`config.mk`:
```
export PLATFORM = sky130hd
export DESIGN_NAME = dcache_data_arbiter_flat
export DESIGN_NICKNAME = d
export VERILOG_FILES = /design/src/rtl/dcache_pkg.sv /design/src/rtl/dcache_data_arbiter_if.sv /design/src/rtl/dcache_data_arbiter.sv /design/src/flat_wrapper.sv
export SDC_FILE = /design/constraint.sdc
export NUM_CORES = 1
export LEC_CHECK = 0
export ABC_AREA = 1
export CORE_AREA = 2 2 318 320
export DETAILED_ROUTE_END_ITERATION = 7
export DIE_AREA = 0 0 320 322
export PLACE_DENSITY = 0.31
export SETUP_SLACK_MARGIN = 0.4
export SYNTH_ARGS = -nofsm -noshare
export SYNTH_HDL_FRONTEND = slang
export SYNTH_SLANG_ARGS = --single-unit
```
`constraint.sdc`:
```
create_clock -name clk -period 1.69 [get_ports clk]
set_input_delay 0.338 -clock clk [delete_from_list [all_inputs] [get_ports clk]]
set_output_delay 0.338 -clock clk [all_outputs]
set_load 0.005 [all_outputs]
```
`src/rtl/dcache_pkg.sv`:
```
//------------------------------------------------------------------------------
// Module  : dcache_pkg
// Brief   : Shared geometry constants and enums for the dcache data path.
// Revision: 1.0 - initial release
//------------------------------------------------------------------------------
`default_nettype none

package dcache_pkg;

  localparam int ADDR_WIDTH = 4;
  localparam int DATA_WIDTH = 128;
  localparam int NUM_WMASKS = DATA_WIDTH / 8;

  typedef enum logic [0:0] {
    INIT = 1'b0,
    RUN  = 1'b1
  } state_t;

  typedef enum logic [0:0] {
    OWN_CORE = 1'b0,
    OWN_FILL = 1'b1
  } owner_t;

endpackage

`default_nettype wire

```
`src/rtl/dcache_data_arbiter_if.sv`:
```
//------------------------------------------------------------------------------
// Module  : dcache_data_arbiter_if
// Brief   : Core, fill and SRAM macro signals of the dcache data arbiter.
// Revision: 1.0 - initial release
//------------------------------------------------------------------------------
`default_nettype none

interface dcache_data_arbiter_if #(
  parameter int ADDR_WIDTH = dcache_pkg::ADDR_WIDTH,
  parameter int DATA_WIDTH = dcache_pkg::DATA_WIDTH,
  parameter int NUM_WMASKS = dcache_pkg::NUM_WMASKS
);

  logic                  core_req_valid;
  logic                  core_req_ready;
  logic                  core_req_we;
  logic [ADDR_WIDTH-1:0] core_req_addr;
  logic [NUM_WMASKS-1:0] core_req_wmask;
  logic [DATA_WIDTH-1:0] core_req_wdata;
  logic                  core_resp_valid;
  logic [DATA_WIDTH-1:0] core_resp_rdata;

  logic                  fill_req_valid;
  logic                  fill_req_ready;
  logic                  fill_req_we;
  logic [ADDR_WIDTH-1:0] fill_req_addr;
  logic [DATA_WIDTH-1:0] fill_req_wdata;
  logic                  fill_resp_valid;
  logic [DATA_WIDTH-1:0] fill_resp_rdata;

  logic                  sram_csb;
  logic                  sram_web;
  logic [NUM_WMASKS-1:0] sram_wmask;
  logic [ADDR_WIDTH-1:0] sram_addr;
  logic [DATA_WIDTH-1:0] sram_din;
  logic [DATA_WIDTH-1:0] sram_dout;

  // Requester side, which also hosts the macro model
  modport master (
    output core_req_valid, core_req_we, core_req_addr, core_req_wmask, core_req_wdata,
    input  core_req_ready, core_resp_valid, core_resp_rdata,
    output fill_req_valid, fill_req_we, fill_req_addr, fill_req_wdata,
    input  fill_req_ready, fill_resp_valid, fill_resp_rdata,
    input  sram_csb, sram_web, sram_wmask, sram_addr, sram_din,
    output sram_dout
  );

  modport slave (
    input  core_req_valid, core_req_we, core_req_addr, core_req_wmask, core_req_wdata,
    output core_req_ready, core_resp_valid, core_resp_rdata,
    input  fill_req_valid, fill_req_we, fill_req_addr, fill_req_wdata,
    output fill_req_ready, fill_resp_valid, fill_resp_rdata,
    output sram_csb, sram_web, sram_wmask, sram_addr, sram_din,
    input  sram_dout
  );

endinterface

`default_nettype wire

```
`src/rtl/dcache_data_arbiter.sv`:
```
//------------------------------------------------------------------------------
// Module  : dcache_data_arbiter
// Brief   : Single-port dcache SRAM access arbiter (fill-priority, core anti-starvation).
// Revision: 1.0 - initial release
//------------------------------------------------------------------------------
`default_nettype none

module dcache_data_arbiter #(
  parameter int ADDR_WIDTH = dcache_pkg::ADDR_WIDTH,
  parameter int DATA_WIDTH = dcache_pkg::DATA_WIDTH,
  parameter int NUM_WMASKS = dcache_pkg::NUM_WMASKS,
  parameter int MAX_STALL  = 4
) (
  input  wire logic               clk,
  input  wire logic               rst_n,
  dcache_data_arbiter_if.slave    bus
);

  import dcache_pkg::*;

  localparam int                 STALL_W   = $clog2(MAX_STALL + 1);
  localparam logic [STALL_W-1:0] STALL_MAX = STALL_W'(MAX_STALL);

  state_t               r_state;
  logic [STALL_W-1:0]   r_stall_cnt;
  logic                 r_tag_valid;
  owner_t               r_tag_owner;

  logic                  w_run;
  logic                  w_starve;
  logic                  w_core_gnt;
  logic                  w_fill_gnt;
  logic                  w_rd_accept;
  logic                  w_csb;
  logic                  w_web;
  logic [NUM_WMASKS-1:0] w_wmask;
  logic [ADDR_WIDTH-1:0] w_addr;
  logic [DATA_WIDTH-1:0] w_din;

  assign w_run      = (r_state == RUN);
  assign w_starve   = (r_stall_cnt == STALL_MAX);
  assign w_core_gnt = w_run && bus.core_req_valid && (!bus.fill_req_valid || w_starve);
  assign w_fill_gnt = w_run && bus.fill_req_valid && !w_core_gnt;
  assign w_rd_accept = (w_core_gnt && !bus.core_req_we) || (w_fill_gnt && !bus.fill_req_we);

  assign bus.core_req_ready = w_core_gnt;
  assign bus.fill_req_ready = w_fill_gnt;

  always_comb begin
    w_csb   = 1'b1;
    w_web   = 1'b1;
    w_wmask = '0;
    w_addr  = '0;
    w_din   = '0;
    if (w_core_gnt) begin
      w_csb  = 1'b0;
      w_web  = !bus.core_req_we;
      w_addr = bus.core_req_addr;
      if (bus.core_req_we) begin
        w_wmask = bus.core_req_wmask;
        w_din   = bus.core_req_wdata;
      end
    end else if (w_fill_gnt) begin
      w_csb  = 1'b0;
      w_web  = !bus.fill_req_we;
      w_addr = bus.fill_req_addr;
      if (bus.fill_req_we) begin
        w_wmask = '1;
        w_din   = bus.fill_req_wdata;
      end
    end else if ((r_state == INIT) && rst_n) begin
      // Dummy read so the macro's write-enable register leaves reset defined
      w_csb = 1'b0;
    end
  end

  assign bus.sram_csb   = w_csb;
  assign bus.sram_web   = w_web;
  assign bus.sram_wmask = w_wmask;
  assign bus.sram_addr  = w_addr;
  assign bus.sram_din   = w_din;

  always_ff @(posedge clk or negedge rst_n) begin
    if (!rst_n) begin
      r_state     <= INIT;
      r_stall_cnt <= '0;
      r_tag_valid <= 1'b0;
      r_tag_owner <= OWN_CORE;
    end else begin
      case (r_state)
        INIT:    r_state <= RUN;
        RUN:     r_state <= RUN;
        default: r_state <= INIT;
      endcase

      if (!bus.core_req_valid || w_core_gnt) begin
        r_stall_cnt <= '0;
      end else if (r_stall_cnt != STALL_MAX) begin
        r_stall_cnt <= r_stall_cnt + 1'b1;
      end

      r_tag_valid <= w_rd_accept;
      if (w_rd_accept) begin
        r_tag_owner <= w_fill_gnt ? OWN_FILL : OWN_CORE;
      end
    end
  end

  // Macro output is forwarded straight to whichever port owns the pending read
  assign bus.core_resp_valid = r_tag_valid && (r_tag_owner == OWN_CORE);
  assign bus.fill_resp_valid = r_tag_valid && (r_tag_owner == OWN_FILL);
  assign bus.core_resp_rdata = bus.core_resp_valid ? bus.sram_dout : '0;
  assign bus.fill_resp_rdata = bus.fill_resp_valid ? bus.sram_dout : '0;

endmodule

`default_nettype wire

```
`src/flat_wrapper.sv`:
```
// flat-port wrapper written by rule: the top's interface ports become plain ports
module dcache_data_arbiter_flat import dcache_pkg::*;
#(
  parameter int ADDR_WIDTH = dcache_pkg::ADDR_WIDTH,
  parameter int DATA_WIDTH = dcache_pkg::DATA_WIDTH,
  parameter int NUM_WMASKS = dcache_pkg::NUM_WMASKS,
  parameter int MAX_STALL  = 4
)
  (clk, rst_n, bus_core_req_valid, bus_core_req_we, bus_core_req_addr, bus_core_req_wmask, bus_core_req_wdata, bus_core_req_ready, bus_core_resp_valid, bus_core_resp_rdata, bus_fill_req_valid, bus_fill_req_we, bus_fill_req_addr, bus_fill_req_wdata, bus_fill_req_ready, bus_fill_resp_valid, bus_fill_resp_rdata, bus_sram_csb, bus_sram_web, bus_sram_wmask, bus_sram_addr, bus_sram_din, bus_sram_dout);
  dcache_data_arbiter_if #(.ADDR_WIDTH(ADDR_WIDTH), .DATA_WIDTH(DATA_WIDTH), .NUM_WMASKS(NUM_WMASKS)) bus_i ();
  input  wire logic clk;
  input  wire logic rst_n;
  input wire logic [$bits(bus_i.core_req_valid)-1:0] bus_core_req_valid;
  input wire logic [$bits(bus_i.core_req_we)-1:0] bus_core_req_we;
  input wire logic [$bits(bus_i.core_req_addr)-1:0] bus_core_req_addr;
  input wire logic [$bits(bus_i.core_req_wmask)-1:0] bus_core_req_wmask;
  input wire logic [$bits(bus_i.core_req_wdata)-1:0] bus_core_req_wdata;
  output wire logic [$bits(bus_i.core_req_ready)-1:0] bus_core_req_ready;
  output wire logic [$bits(bus_i.core_resp_valid)-1:0] bus_core_resp_valid;
  output wire logic [$bits(bus_i.core_resp_rdata)-1:0] bus_core_resp_rdata;
  input wire logic [$bits(bus_i.fill_req_valid)-1:0] bus_fill_req_valid;
  input wire logic [$bits(bus_i.fill_req_we)-1:0] bus_fill_req_we;
  input wire logic [$bits(bus_i.fill_req_addr)-1:0] bus_fill_req_addr;
  input wire logic [$bits(bus_i.fill_req_wdata)-1:0] bus_fill_req_wdata;
  output wire logic [$bits(bus_i.fill_req_ready)-1:0] bus_fill_req_ready;
  output wire logic [$bits(bus_i.fill_resp_valid)-1:0] bus_fill_resp_valid;
  output wire logic [$bits(bus_i.fill_resp_rdata)-1:0] bus_fill_resp_rdata;
  output wire logic [$bits(bus_i.sram_csb)-1:0] bus_sram_csb;
  output wire logic [$bits(bus_i.sram_web)-1:0] bus_sram_web;
  output wire logic [$bits(bus_i.sram_wmask)-1:0] bus_sram_wmask;
  output wire logic [$bits(bus_i.sram_addr)-1:0] bus_sram_addr;
  output wire logic [$bits(bus_i.sram_din)-1:0] bus_sram_din;
  input wire logic [$bits(bus_i.sram_dout)-1:0] bus_sram_dout;
  assign bus_i.core_req_valid = bus_core_req_valid;
  assign bus_i.core_req_we = bus_core_req_we;
  assign bus_i.core_req_addr = bus_core_req_addr;
  assign bus_i.core_req_wmask = bus_core_req_wmask;
  assign bus_i.core_req_wdata = bus_core_req_wdata;
  assign bus_core_req_ready = bus_i.core_req_ready;
  assign bus_core_resp_valid = bus_i.core_resp_valid;
  assign bus_core_resp_rdata = bus_i.core_resp_rdata;
  assign bus_i.fill_req_valid = bus_fill_req_valid;
  assign bus_i.fill_req_we = bus_fill_req_we;
  assign bus_i.fill_req_addr = bus_fill_req_addr;
  assign bus_i.fill_req_wdata = bus_fill_req_wdata;
  assign bus_fill_req_ready = bus_i.fill_req_ready;
  assign bus_fill_resp_valid = bus_i.fill_resp_valid;
  assign bus_fill_resp_rdata = bus_i.fill_resp_rdata;
  assign bus_sram_csb = bus_i.sram_csb;
  assign bus_sram_web = bus_i.sram_web;
  assign bus_sram_wmask = bus_i.sram_wmask;
  assign bus_sram_addr = bus_i.sram_addr;
  assign bus_sram_din = bus_i.sram_din;
  assign bus_i.sram_dout = bus_sram_dout;
  dcache_data_arbiter #(.ADDR_WIDTH(ADDR_WIDTH), .DATA_WIDTH(DATA_WIDTH), .NUM_WMASKS(NUM_WMASKS), .MAX_STALL(MAX_STALL)) u_core (.clk(clk), .rst_n(rst_n), .bus(bus_i));
endmodule
```
==> results.md, run 1 <==
* Post-synth top area share at 19.8%
* Leakage power at 9.96 nW
* Final period util at 143%
* WHS at 0.441 ns
* DR vias/cell at 3.44
* Later-pin clock latency in the skew report at 0.23 ns
* H-tree depth reported by CTS at 1
* Post-DP HPWL at 64,200 um
* DR vias at 12,272
* Final ANT Viol Nets at 0
* Die width at 320 um
* Pwr Total at 5.35 mW
* Final WS setup at -0.719 ns
* Synthesis-stage register bit count at 6
* I/O pins at 824
* YS warnings at 0
* Drt first-iter violations at 555
* Clock buffer depth at 2
* Die Area at 0.103 mm^2
* Core Region at 0.0996 mm^2
* Starting Density at 5.60%
* Slew Viols, Final at 0
* Row count at 116
* Hold Path Class: in2async
* Failing checks: negative setup slack
* Clock power frac at 7.1%
* Routed wire length at 79,100 um
* Clk_skew at 0.00215 ns
* Setup repair after global routing missed its margin: yes
* Max FO, Critical Path at 6
* Syn avg cell area at 4.50 um^2
* Clk root buf: clkbuf_16
* GPL Wtd Cong at 0.871
* Seq pwr share at 3.3%
* CP required at 1.35 ns
* Pwr per Cell Area at 274 mW/mm^2
* Number of max-cap violations at 0
* WP data arrival at 2.07 ns
* NetSw at 2.24 mW
* Status: finished with violations
* Largest area contributor in the netlist: nand2_1
* Synth Instances at 1,239
* Netlist cell types at 21
* Initial antenna violation count at 32
* VDD IR max at 0.191 mV
* Grt total ovfl at 0
* # DRC at 0
* Synthesized area at 0.00557 mm^2
* # hold bufs at CTS at 0
* I/O Buffers at 823
* Final TNS setup at -157.98 ns
* Top post-synthesis cells by area: nand2_1 20%, inv_1 18%, nor2_1 18%, nand4_1 16%, nand3_1 12%
* Net count after synthesis at 1,655
* Drt wl/cell at 22.2 um
* CP Capture Type: output pin
* CP Launch Type: flop
* Largest net degree at the start of global routing at 51
* Internal Pwr Total at 3.12 mW
* Total track usage at 13.2%
* Comb pwr share at 89.6%
* Nets at 2,681
* Setup-failing EPs final at 409
* Worst Setup Path Type: reg2out
* First-pass GRT wire length at 96,500 um
* Fillers at 11,356
* CTS tree: done
* Number of global-route vias before repair at 11,908
* Post-synthesis sequential area ratio at 2.69%
* Layout cells sized above 1 at 37.3%
* TritonCTS buffer count at 3
* Area Overhead vs Synth at 251%
* Clock sink count at 6
* Fin. Hold Viols at 0
* Pre-Repair DR Iteration Count at 5
* Switching share of power at 41.7%
* Min Clock Period, post-route at 2.41 ns
* DIE HEIGHT at 322 um
* Peak Freq at 415 MHz
* Worst-path clk slew at 0.03 ns
==> cells in the mapped netlist <==
cell type  instances
ha_1               2
nand2_2            1
clkinv_2           1
nand4_1          144
nand3_1          134
buf_2             73
xor2_1             1
buf_4             22
buf_8              1
dfrtp_1            6
clkbuf_1          12
a21oi_1            1
nand2_1          294
buf_1              7
buf_6              5
nor2_1           263
inv_2              1
inv_1            267
o21ai_0            2
nand3_4            1
conb_1             1
==> power by group through the flow <==
stage	clock (mW)	sequential, mW	combinational [mW]
3_5_place_dp	0	0.177	3.85
2_1_floorplan	0	0.175	1.15
6_report	0.379	0.177	4.80
5_1_grt	0.395	0.179	5.12
4_1_cts	0.383	0.177	4.03
3_3_place_gp	0	0.176	3.85
==> sequential cells by signal (all words and copies together) (netlist names) <==
signal / count
u_core.r_stall_cnt: 3
u_core.r_tag_valid: 1
u_core.r_state: 1
u_core.r_tag_owner: 1
==> kinds of logic (layout without fill, tap and decap cells) <==
kind of cell / Yosys count / in the layout / share of synthesized area, %
AOI/OAI and AO/OA: 3 / 3 / 0.269
xor gates and xnor gates: 1 / 1 / 0.157
adders and majority gates: 2 / 2 / 0.449
buffers and inverters: 389 / 1411 / 30.2
DFF: 6 / 6 / 2.69
other: 1 / 3 / 0.0673
and+or+nand+nor: 837 / 839 / 66.1
==> path summary, 6_finish.rpt <==
check / startpoint / endpoint / slack (ns) / depth (start not counted)
min reg2reg: u_core.r_stall_cnt[2] / u_core.r_stall_cnt[2] / 0.66 / 3
min: rst_n / u_core.r_tag_valid / 0.44 / 2
max: u_core.r_stall_cnt[1] / bus_sram_din[33] / -0.72 / 14
max reg2reg: u_core.r_stall_cnt[1] / u_core.r_stall_cnt[0] / -0.04 / 11
max in group asynchronous: rst_n / u_core.r_stall_cnt[1] / 1.13 / 2
min in group clk: bus_core_req_valid / u_core.r_stall_cnt[2] / 0.57 / 3
==> worst max-delay path, stage by stage (launching register included) <==
cell,delay [ns]
dfrtp_1,0.38
inv_2,0.09
ha_4,0.14
nand2_4,0.06
nand2_8,0.12
nand2_8,0.08
buf_12,0.14
buf_12,0.12
buf_12,0.12
buf_8,0.12
buf_16,0.13
buf_6,0.11
nand3_2,0.05
nand2_1,0.04
buf_2,0.13
==> cells in the final DEF (no fill, tap or decap), drive strengths merged, types with 2 or more instances in the layout <==
cell	count
clkbuf	83
clkdlybuf4s15	7
nand4	144
nand3	136
dlymetal6s2s	10
diode	2
dlygate4sd2	6
nor2	263
clkdlybuf4s50	532
nand2	296
dfrtp	6
buf	499
ha	2
inv	268
clkinv	5
o21ai	2
==> through the flow <==
stage / std cells / util [%] / cell area (um^2) / setup WS (ns)
finish: 3563 / 19.7 / 19600 / -0.719
floorplan: 1239 / - / 5940 / 0.155
global placement: 3388 / 16.6 / 16500 / -1.09
global route: 3562 / 19.7 / 19600 / -0.817
detailed placement: 3388 / 16.6 / 16500 / -1.08
CTS: 3420 / 17.2 / 17100 / -0.869
==> layout make-up <==
cell class / instances / area, um^2 / share of cell area, %
well taps: 1298 / 1620 / 8.30
flip-flops and latches: 6 / 150 / 0.767
repair inverters: 4 / 101 / 0.518
multi-input cells: 846 / 5060 / 25.9
repair buffers: 1135 / 11500 / 58.7
inverters: 269 / 1060 / 5.42
diodes: 2 / 5.00 / 0.0256
clock buffers: 3 / 75.1 / 0.384
==> per-layer routing <==
metal,global-route usage [%],up-vias,share of wire (%),wire (um)
li1,-,5841,-,-
met1,14.7,5668,38,29700
met2,24.4,623,51,40400
met3,4.31,110,8.1,6420
met4,2.57,30,3.0,2350
met5,0,-,0.25,196
==> timing repair <==
action | in CTS | in global routing
buffers inserted | 20 | 116
endpoints found under the setup margin | 415 | 415
gates resized for setup | 325 | 1025
pin swaps | 7 | 58
gates cloned | 9 | 25
No activity file was read; power rests on OpenSTA's default activity.
==> run 2, diff against run 1 <==
Settings changed: CORE_AREA 2 2 318 320 to 2 2 319 321, DIE_AREA 0 0 320 322 to 0 0 321 323, PLACE_DENSITY 0.31 to 0.3.
Clock period 1.69 ns to 3.08 ns, I/O delays scaled along.
==> run 2 against run 1 <==
The run now ends clean; die area up 0.62%; core utilization down 2.6 points; register-to-register slack better by 1.4 ns; sequential share of layout area up 0.12 points; power down 52%; cell count down 4.5%; hold slack better by 0.16 ns; via count down 5.5%; sequential cell count unchanged; critical path depth down 5; largest power group unchanged.
==> results.md, run 2 (synthesized netlist as in run 1, its figures left out) <==
* Worst-path cell chain: inv_2 -> ha_4 -> nand2_4 -> nand2_8 -> buf_12 -> buf_16 -> nand4_1 -> nand2_1 -> clkdlybuf4s50_1
* Dpl ws at -0.230 ns (+0.846 ns)
* Min-delay src: u_core.r_tag_owner
* DP Area at 0.0155 mm^2 (-6.0%)
* Die Area at 0.104 mm^2 (+0.62%)
* First-pass GRT wire length at 102,000 um (+5.6%)
* Cells after DPL at 3,313 (-2.2%)
* Total track usage at 14.1% (+0.88 points)
* Reg2reg start: u_core.r_stall_cnt[1]
* Fin. Hold Viols at 0 (unchanged)
* Core Region at 0.101 mm^2 (+1.2%)
* CP max-delay cell: clkdlybuf4s50_1
* DIE HEIGHT at 323 um (+0.31%)
* DR vias at 11,596 (-5.5%)
* Starting Density at 5.53% (-0.064 points)
* Die width at 321 um (+0.31%)
* Max FO, Critical Path at 13 (+7)
* Drt wl/cell at 23.3 um (+4.8%)
* Later-pin clock latency in the skew report at 0.23 ns (about the same)
* GPL Wtd Cong at 0.859 (-1.4%)
* Worst-path clk slew at 0.03 ns (about the same)
* Hold Crit Depth at 2
* CP Capture Type: output pin
* Cell area after layout at 0.0172 mm^2 (-12%)
* Max stage delay on crit path at 0.51 ns (+0.13 ns)
* I/O pins at 824 (unchanged)
* Drt first-iter violations at 442 (-20%)
* I/O Buffers at 823 (unchanged)
* Final ANT Viol Nets at 0 (unchanged)
* CTS tree: done
* Register area at 153 um^2 (+1.7%)
* WP data arrival at 2.16 ns (+0.09 ns)
* Worst Setup Path Type: reg2out
* Grt total ovfl at 0 (unchanged)
* Commonest non-fill, non-tap cells in the layout: 694 x clkdlybuf4s50_1, 287 x nand2_1, 263 x inv_1, 255 x nor2_1, 144 x nand4_1
* RR Endpoint: u_core.r_tag_owner
* Final WS setup at 0.302 ns (+1.02 ns)
* CP Launch Type: flop
* Setup-failing EPs final at 0 (-100%)
* Slew Viols, Final at 0 (unchanged)
* Largest Register: u_core.r_stall_cnt
* Pwr Total at 2.55 mW (-52%)
* Post-Layout Cell Count at 3,402 (-4.5%)
* Final design utilization at 17.1% (-2.6 points)
* Final TNS setup at 0 ns (+157.98 ns)
* DR vias/cell at 3.41 (-1.0%)
* Clk_skew at 0.00125 ns (-0.000899 ns)
* WHS at 0.605 ns (+0.164 ns)
* Reg2reg setup slack at 1.34 ns (+1.38 ns)
* Layout cells sized above 1 at 9.34% (-28 points)
* Routed wire length at 79,100 um (about the same)
* Number of global-route vias before repair at 11,846 (-0.52%)
* Area Overhead vs Synth at 209%
* Min Clock Period, post-route at 2.78 ns
* TritonCTS buffer count at 3 (unchanged)
* Clock sink count at 6 (unchanged)
* Fillers at 11,650 (+2.6%)
* Final period util at 90.2%
* VDD IR max at 0.160 mV (-16%)
* Clock buffer depth at 2 (unchanged)
* H-tree depth reported by CTS at 1 (unchanged)
* Hold path endpoint: u_core.r_tag_owner
* Row count at 117 (+0.86%)
* Max reg flops at 3 (unchanged)
* # DRC at 0 (unchanged)
* # hold bufs at CTS at 0 (unchanged)
* Largest net degree at the start of global routing at 52 (+2.0%)
* Setup repair after global routing missed its margin: yes
* Pwr per Cell Area at 148 mW/mm^2 (-46%)
* Number of max-cap violations at 0 (unchanged)
* Worst-case reg-to-reg path depth at 11 (unchanged)
* Most common cell after layout, fill and taps aside: clkdlybuf4s50_1
* CP required at 2.46 ns (+1.11 ns)
* Initial antenna violation count at 34 (+6.3%)
* Status: completed
* Pre-Repair DR Iteration Count at 4 (-1)
* Leakage power at 9.14 nW (-8.2%)
* Area of the multi-input gates at 0.00388 mm^2 (-23%)
* Peak Freq at 360 MHz
* Hold Path Class: reg2reg
* Clk root buf: clkbuf_16
* Post-DP HPWL at 64,400 um (+0.22%)
* Nets at 2,505 (-6.6%)
[run 2: cell types whose count changed in the layout (fill, tap and decap cells not counted), sizes merged, moves of 2 or more]
cell and delta:
buf -360, bufbuf +6, clkbuf -64, clkdlybuf4s15 -2, clkdlybuf4s50 +162, clkinv -5
diode +4, dlygate4sd2 +55, dlymetal6s2s +30
[run 2: critical path: cells and delay by family, from the launching register on]
kind / cells / cell delay, ns
adders and majority gates: 1 / 0.14
DFF: 1 / 0.39
and+or+nand+nor: 4 / 0.49
buffers and inverters: 4 / 0.90
[run 2: final cells by class]
cell class | instances | area share, %
flip-flops and latches | 6 | 0.886
well taps | 1309 | 9.51
multi-input cells | 845 | 22.5
clock buffers | 3 | 0.436
diodes | 6 | 0.0872
repair buffers | 962 | 60.3
inverters | 269 | 6.18
repair inverters | 2 | 0.116
[run 2: timing repair]
item                                    in CTS  in global routing
hold endpoints to repair                     0                  0
buffers inserted                            28                 24
pin swaps                                   14                 10
endpoints found under the setup margin     264                136
gates cloned                                22                  6
gates resized for setup                    158                 81
[run 2: report_power, final]
part	total, mW	internal (mW)	switching [mW]
logic	2.24	1.23	1.00
registers	0.104	0.0894	0.0142
clock network	0.208	0.166	0.0419
[run 2: worst max-delay path by stage]
stage | start | endpoint | slack (ns) | cells after the start
global route | u_core.r_stall_cnt[1] | bus_sram_din[123] | 0.22 | 10
global placement | bus_core_req_valid | bus_sram_din[18] | -0.20 | 7
CTS | bus_core_req_valid | bus_sram_din[18] | 0.21 | 9
floorplan | bus_fill_req_valid | bus_sram_din[100] | 1.15 | 6
finish | u_core.r_stall_cnt[1] | bus_sram_din[4] | 0.30 | 9
detailed placement | bus_core_req_valid | bus_sram_din[18] | -0.23 | 7
[run 2: metal layers]
layer	GRT usage [%]	up-vias	routed length (um)
li1	-	5502	-
met1	15.6	5422	29800
met2	26.3	542	41400
met3	4.36	90	6200
met4	3.08	40	1470
met5	0	-	254
